<file path="config.mk">
export PLATFORM = sky130hd
export DESIGN_NAME = accumulator_controller
export DESIGN_NICKNAME = d
export VERILOG_FILES = /design/src/rtl/accumulator_controller.sv
export SDC_FILE = /design/constraint.sdc
export NUM_CORES = 1
export LEC_CHECK = 0
export ABC_CLOCK_PERIOD_IN_PS = 1440
export BUFFER_PORTS_ARGS = -buffer_cell sky130_fd_sc_hd__buf_2
export CORE_ASPECT_RATIO = 1.5
export CORE_UTILIZATION = 30
export DETAILED_ROUTE_END_ITERATION = 12
export GPL_TIMING_DRIVEN = 1
export PLACE_DENSITY = 0.62
export SLEW_MARGIN = 40
export SYNTH_ARGS = -nofsm -noshare
export SYNTH_HDL_FRONTEND = slang
export SYNTH_SLANG_ARGS = --single-unit
</file>
<file path="constraint.sdc">
create_clock -name Clock -period 1.44 [get_ports Clock]
set_input_delay 0.288 -clock Clock [delete_from_list [all_inputs] [get_ports Clock]]
set_output_delay 0.288 -clock Clock [all_outputs]
set_load 0.01 [all_outputs]
</file>
<file path="src/rtl/accumulator_controller.sv">
`default_nettype none
// ============================================================================
// accumulator_controller
//   Fetch/decode/execute sequencer driving the 8-bit accumulator datapath.
//   Revision: 1.0
// ============================================================================
module accumulator_controller #(
  parameter int addr_size = 5,
  parameter int data_size = 8
) (
  input  logic                 Clock,
  input  logic                 Reset,
  input  logic [data_size-1:0] MemData,
  input  logic                 Aeq0,
  input  logic                 Apos,
  input  logic                 Enter,
  output logic [addr_size-1:0] MemAddr,
  output logic                 MemWrite,
  output logic                 Aload,
  output logic [1:0]           Asel,
  output logic                 Sub,
  output logic                 Halted,
  output logic [2:0]           State
);

  localparam logic [2:0] S_FETCH   = 3'd0;
  localparam logic [2:0] S_DECODE  = 3'd1;
  localparam logic [2:0] S_EXECUTE = 3'd2;
  localparam logic [2:0] S_INWAIT  = 3'd3;
  localparam logic [2:0] S_HALT    = 3'd4;

  localparam logic [2:0] OP_LOAD  = 3'b000;
  localparam logic [2:0] OP_STORE = 3'b001;
  localparam logic [2:0] OP_ADD   = 3'b010;
  localparam logic [2:0] OP_SUB   = 3'b011;
  localparam logic [2:0] OP_IN    = 3'b100;
  localparam logic [2:0] OP_JZ    = 3'b101;
  localparam logic [2:0] OP_JPOS  = 3'b110;
  localparam logic [2:0] OP_HALT  = 3'b111;

  localparam logic [1:0] SEL_MEM   = 2'b00;
  localparam logic [1:0] SEL_INPUT = 2'b10;
  localparam logic [1:0] SEL_ALU   = 2'b11;

  localparam logic [addr_size-1:0] PC_ONE = {{(addr_size-1){1'b0}}, 1'b1};

  logic [2:0]           state_q, state_d;
  logic [addr_size-1:0] pc_q, pc_d;
  logic [data_size-1:0] ir_q, ir_d;
  logic                 enter_prev_q, enter_prev_d;

  logic [2:0]           opcode;
  logic [addr_size-1:0] operand;
  logic                 enter_rise;

  assign opcode     = ir_q[data_size-1 -: 3];
  assign operand    = ir_q[addr_size-1:0];
  assign enter_rise = Enter & ~enter_prev_q;

  // EnterPrev resets high so an Enter held through reset release is not an edge.
  always_ff @(posedge Clock or negedge Reset) begin
    if (!Reset) begin
      state_q      <= S_FETCH;
      pc_q         <= '0;
      ir_q         <= '0;
      enter_prev_q <= 1'b1;
    end else begin
      state_q      <= state_d;
      pc_q         <= pc_d;
      ir_q         <= ir_d;
      enter_prev_q <= enter_prev_d;
    end
  end

  always_comb begin
    state_d      = state_q;
    pc_d         = pc_q;
    ir_d         = ir_q;
    enter_prev_d = Enter;
    case (state_q)
      S_FETCH: begin
        ir_d    = MemData;
        pc_d    = pc_q + PC_ONE;
        state_d = S_DECODE;
      end
      S_DECODE: begin
        state_d = (opcode == OP_HALT) ? S_HALT : S_EXECUTE;
      end
      S_EXECUTE: begin
        state_d = S_FETCH;
        case (opcode)
          OP_IN:   state_d = S_INWAIT;
          OP_JZ:   if (Aeq0) pc_d = operand;
          OP_JPOS: if (Apos) pc_d = operand;
          default: ;
        endcase
      end
      S_INWAIT: begin
        if (enter_rise) state_d = S_FETCH;
      end
      S_HALT: begin
        state_d = S_HALT;
      end
      default: begin
        state_d = S_FETCH;
      end
    endcase
  end

  always_comb begin
    MemAddr  = operand;
    MemWrite = 1'b0;
    Aload    = 1'b0;
    Asel     = SEL_MEM;
    Sub      = 1'b0;
    Halted   = 1'b0;
    State    = state_q;
    case (state_q)
      S_FETCH: begin
        MemAddr = pc_q;
      end
      S_EXECUTE: begin
        case (opcode)
          OP_LOAD: begin
            Aload = 1'b1;
          end
          OP_STORE: begin
            MemWrite = 1'b1;
          end
          OP_ADD: begin
            Aload = 1'b1;
            Asel  = SEL_ALU;
          end
          OP_SUB: begin
            Aload = 1'b1;
            Asel  = SEL_ALU;
            Sub   = 1'b1;
          end
          default: ;
        endcase
      end
      S_INWAIT: begin
        if (enter_rise) begin
          Aload = 1'b1;
          Asel  = SEL_INPUT;
        end
      end
      S_HALT: begin
        Halted  = 1'b1;
        MemAddr = pc_q;
      end
      default: ;
    endcase
  end

endmodule
`default_nettype wire
</file>
Word-level counts from Yosys, hierarchy flattened

Index checks and enable logic that the tools add are counted.

$add $sub $neg: 1
Eq/ne operators: 15
Muxes and demuxes: 20
Bitwise operators: 2
Reduce and logical (&&, ||, !) cells: 7

Operators by type and width:

| operator                                            | count |
|---|---|
| case mux 5 bit (2 select lines)                     | 2 |
| equality test 3 bit, second input constant          | 5 |
| two-way mux 5 bit                                   | 3 |
| case mux 3 bit (5 select lines)                     | 1 |
| equality test 3 x 2 -> 1 bit, second input constant | 4 |
| two-way mux 1 bit                                   | 7 |
| equality test 3 x 1 -> 1 bit, second input constant | 2 |
| logical NOT 3 bit                                   | 2 |
| two-way mux 2 bit                                   | 3 |
| two-way mux 3 bit                                   | 2 |
| != test 3 bit, second input constant                | 2 |
| adder 5 x 1 -> 5 bit, second input constant         | 1 |
| case mux 2 bit (2 select lines)                     | 1 |
| AND reduction 4 bit                                 | 1 |
| OR reduction 2 bit                                  | 2 |
| != test 3 x 2 -> 1 bit, second input constant       | 1 |
| OR reduction 3 bit                                  | 1 |
| != test 2 bit, second input constant                | 1 |
| case mux 1 bit (2 select lines)                     | 1 |
| nonzero test 2 bit                                  | 1 |
| AND 1 bit                                           | 1 |
| inverter 1 bit                                      | 1 |

Flip-flop bits (word level): 17
Output and inout port bits: 14
Logic and storage cells: 49

Logic depth before layout (Yosys ltp)

Depth in word-level cells: 4
Gate-level depth with buffers: 5
Depth with buffers taken out: 5

Worst setup path before layout

OpenSTA, ideal clock, no wires.

Path kind: reg2out
Start: register state_q[2], in the netlist State[2]
End: output port MemWrite
Data arrival time: 1.344 ns
Data required time: 1.152 ns
Path slack: -0.192 ns
Stages on the path, launching flop included: 4
Buffers on the path: 1
Cell sequence: dfrtp_1 -> buf_2 -> nor2_2 -> nor4bb_1

Cells in the longest elaborated chain, start to end: 2

RTL lines:

| item                         | line | RTL |
|---|---|---|
| start, declared              | 47   | `logic [2:0] state_q, state_d;` |
| start signal, assigned       | 68   | `state_q <= state_d;` |
| equality test 3 x 2 -> 1 bit | 118  | `case (state_q)` |
| two-way mux 1 bit            | 118  |  |
| end, declared                | 18   | `output logic MemWrite,` |

No other way between the ends.

Final worst setup path

Start: register state_q[0], in the netlist State[0]
End: output port MemAddr[2]

Cells in the longest elaborated chain, start to end: 3
Elaborated cells between the ends (all ways): 4
Those cells by class: eq/ne (1); mux (1); reduce/logical (2)

RTL lines:

| item                                                            | line | RTL |
|---|---|---|
| equality test 3 bit / logical NOT 3 bit (equally long branches) | 118  |  |
| OR reduction 2 bit (no source line) (*)                         | -    |  |
| two-way mux 5 bit (*)                                           | 118  |  |
| end, declared                                                   | 17   | `output logic [addr_size-1:0] MemAddr,` |

Mark *: on every way between the ends. The rest lies on a longest branch, timed or not.

==> summary.txt <==
Run status
  • Status: finished with violations
  • Failing checks: negative setup slack

Logic synthesis
  • FFs w/ async S/R, synth: 1.00
  • EDFF count, synth: 0
  • Post-Syn Area: 1010 µm²
  • Mean Syn Cell Area: 10.8 µm²
  • Mapped Nets: 108
  • Yosys cell types: 34
  • Synthesis-stage register bit count: 17
  • Predominant post-synthesis flop cell: dfrtp_1
  • Syn Inst Count: 94
  • Yosys warning total: 0
  • Post-synthesis sequential area ratio: 0.421

STA
  • RSZ-0062 raised after global routing: true
  • Worst hold margin: 150 ps
  • Final setup vio count: 15
  • Clock skew: 1.85 ps
  • Final Critical Period: 1620 ps
  • Final Slew Violations: 0
  • Final setup margin: -184 ps
  • Max Clk Rate: 616 MHz
  • TNS Setup: -1660 ps
  • Slew @ Worst Pin: 397 ps
  • Worst slew margin: 0.736
  • Final hold vios: 0
  • Final worst-path cycle share: 1.13

Setup path
  • WP data arrival: 1340 ps
  • Crit path capture type: output pin
  • Worst path max stage delay: 420 ps
  • Critical Path Fanout Max: 6
  • Crit path cell chain: nor2_2, buf_6, mux2_4, buf_6
  • Worst path required time: 1150 ps
  • Cell at the slowest stage of the critical path: dfrtp_2
  • Crit path kind: register to output pin
  • Most used cell, CP: buf_6
  • Startpoint Class: register

Placed design
  • Final HPWL DP: 1760 µm
  • DP Area: 1320 µm²
  • Final Wtd Congestion: 0.802
  • Port Buffer Count: 26
  • Setup slack at placement: 2.95 ps
  • Dpl cells: 171

Worst hold path
  • HP Class: input pin to register

Floorplan
  • # IOs: 27
  • Core area: 3190 µm²
  • Row count: 25
  • Die W: 49.5 µm
  • Initial core utilization: 0.318
  • Die area: 3620 µm²
  • Vert. Die Dim: 73.2 µm

Drt
  • Vias post-DR: 920
  • Total length of routed wires: 2650 µm
  • Iteration count of the initial detailed-routing pass: 2
  • Iter 0 DRT Violations: 18
  • Remaining antenna violation count after routing: 0
  • WL/cell: 14.4 µm
  • # DRC: 0
  • Vias per cell: 5.00

Pwr
  • Sw Share: 0.379
  • Clock power frac: 0.086
  • Sw power: 0.00159 W
  • Internal power: 0.00260 W
  • LEAKAGE: 0.743 nW
  • Combinational share of power: 0.686
  • Part of the power in registers: 0.228
  • Pwr Density: 2630 nW/µm²
  • Peak VDD IR: 1.67 mV

Global routing
  • Global-route wire length before repair: 4340 µm
  • GRT Overall Usage: 0.153
  • Vias in the first global route: 956
  • Pin count of the biggest net entering global routing: 18
  • Initial antenna violation count: 0
  • Grt ovf: 0

Cells and area
  • Fin nets: 159
  • Area delta synth->final: 57.0%
  • Post-route insts no fill: 184
  • Fraction of layout cells with a size suffix above 1: 0.639
  • Antenna cells: 0
  • Most frequent cells in the layout: 20 x buf_2, 15 x buf_4, 14 x dfrtp_1
  • Commonest non-fill, non-tap cell in the layout: buf_2
  • Design area: 1590 µm²

Job
  • MaxCap Viol Count: 0

Clock network
  • Clk Latency, worst-skew pair: 250 ps
  • CTS tree: built
  • Clk buf depth: 2
  • # clock sinks: 17
  • CTS Root Cell: clkbuf_8
  • CTS Buf Count: 3
  • H-tree levels: 1
  • Worst-path clk slew: 70 ps
[worst max-delay path: cells and delay by family, from the launching register on]
kind          cells  cell delay (ps)
flops             1              420
mux               1              310
buf+inv           2              270
simple gates      1               90
[synth_stat cells (all sizes together) (2+ instances only)]
master / n / share of area
nor2: 11 / 0.043
and2: 3 / 0.019
and4b: 2 / 0.020
a21oi: 8 / 0.040
mux2: 14 / 0.16
nand2b: 3 / 0.019
nand3: 2 / 0.0099
o22ai: 8 / 0.062
o21ai: 2 / 0.021
buf: 4 / 0.026
dfrtp: 16 / 0.40
nand2: 3 / 0.011
or2: 2 / 0.015
a211oi: 2 / 0.020
[registers in the layout, indices dropped and copies added (netlist names)]
name	cells
pc_q	5
ir_q	8
State	3
enter_prev_q	1
[final timing paths]
check / endpoint / startpoint / depth (start not counted) / slack (ps)
hold / removal: enter_prev_q$_DFF_PN1_ / Enter / 1 / 150
setup reg to reg: pc_q[0]$_DFFE_PN0P_ / ir_q[6]$_DFFE_PN0P_ / 6 / -80
hold reg to reg: ir_q[4]$_DFFE_PN0P_ / ir_q[4]$_DFFE_PN0P_ / 1 / 560
max in group asynchronous: enter_prev_q$_DFF_PN1_ / Reset / 2 / 630
min in group asynchronous: ir_q[3]$_DFFE_PN0P_ / Reset / 2 / 490
setup / recovery: MemAddr[2] / State[0]$_DFFE_PN0P_ / 4 / -180
[cells by family after synthesis]
| kind of cell | synth area share |
|---|---|
| mux | 0.165 |
| compound gates | 0.172 |
| simple gates | 0.200 |
| fa+ha+maj | 0.0123 |
| buf+inv | 0.0296 |
| flops | 0.421 |
[layer usage]
layer / GRT usage / wire, µm / up-vias / share of wire
li1: - / - / 449 / -
met1: 0.172 / 1100 / 451 / 0.42
met2: 0.298 / 1460 / 18 / 0.55
met3: 0.0250 / 72 / 2 / 0.027
met4: 0.0317 / 13 / 0 / 0.0049
met5: 0 / 0 / - / 0
[final cells by class]
| cell class | instances | area, µm² |
|---|---|---|
| repair buffers | 50 | 389 |
| inverters | 1 | 3.75 |
| clock inverters | 1 | 5.00 |
| flip-flops and latches | 17 | 429 |
| clock buffers | 3 | 41.3 |
| fillers | 312 | 1600 |
| well taps | 40 | 50.0 |
| multi-input cells | 72 | 673 |
[through the flow]
stage	util	total power, W
2_1_floorplan	-	0.00231
3_3_place_gp	0.413	0.00302
3_5_place_dp	0.413	0.00306
4_1_cts	0.477	0.00399
5_1_grt	0.499	0.00446
6_report	0.499	0.00419
[power groups by stage]
stage,combinational (W),clock [W],sequential [W]
2_1_floorplan,0.00137,0,0.000947
3_3_place_gp,0.00210,0,0.000922
3_5_place_dp,0.00213,0,0.000937
4_1_cts,0.00269,0.000370,0.000930
5_1_grt,0.00309,0.000390,0.000983
6_report,0.00287,0.000361,0.000954
[repair_timing]
action,4_1_cts,5_1_grt
gates resized for setup,29,9
hold buffers,1,0
endpoints found under the setup margin,11,25
setup buffers,4,4
pin swaps,12,9
hold endpoints to repair,16,0
Note: power is estimated with default switching activity, not from simulation.
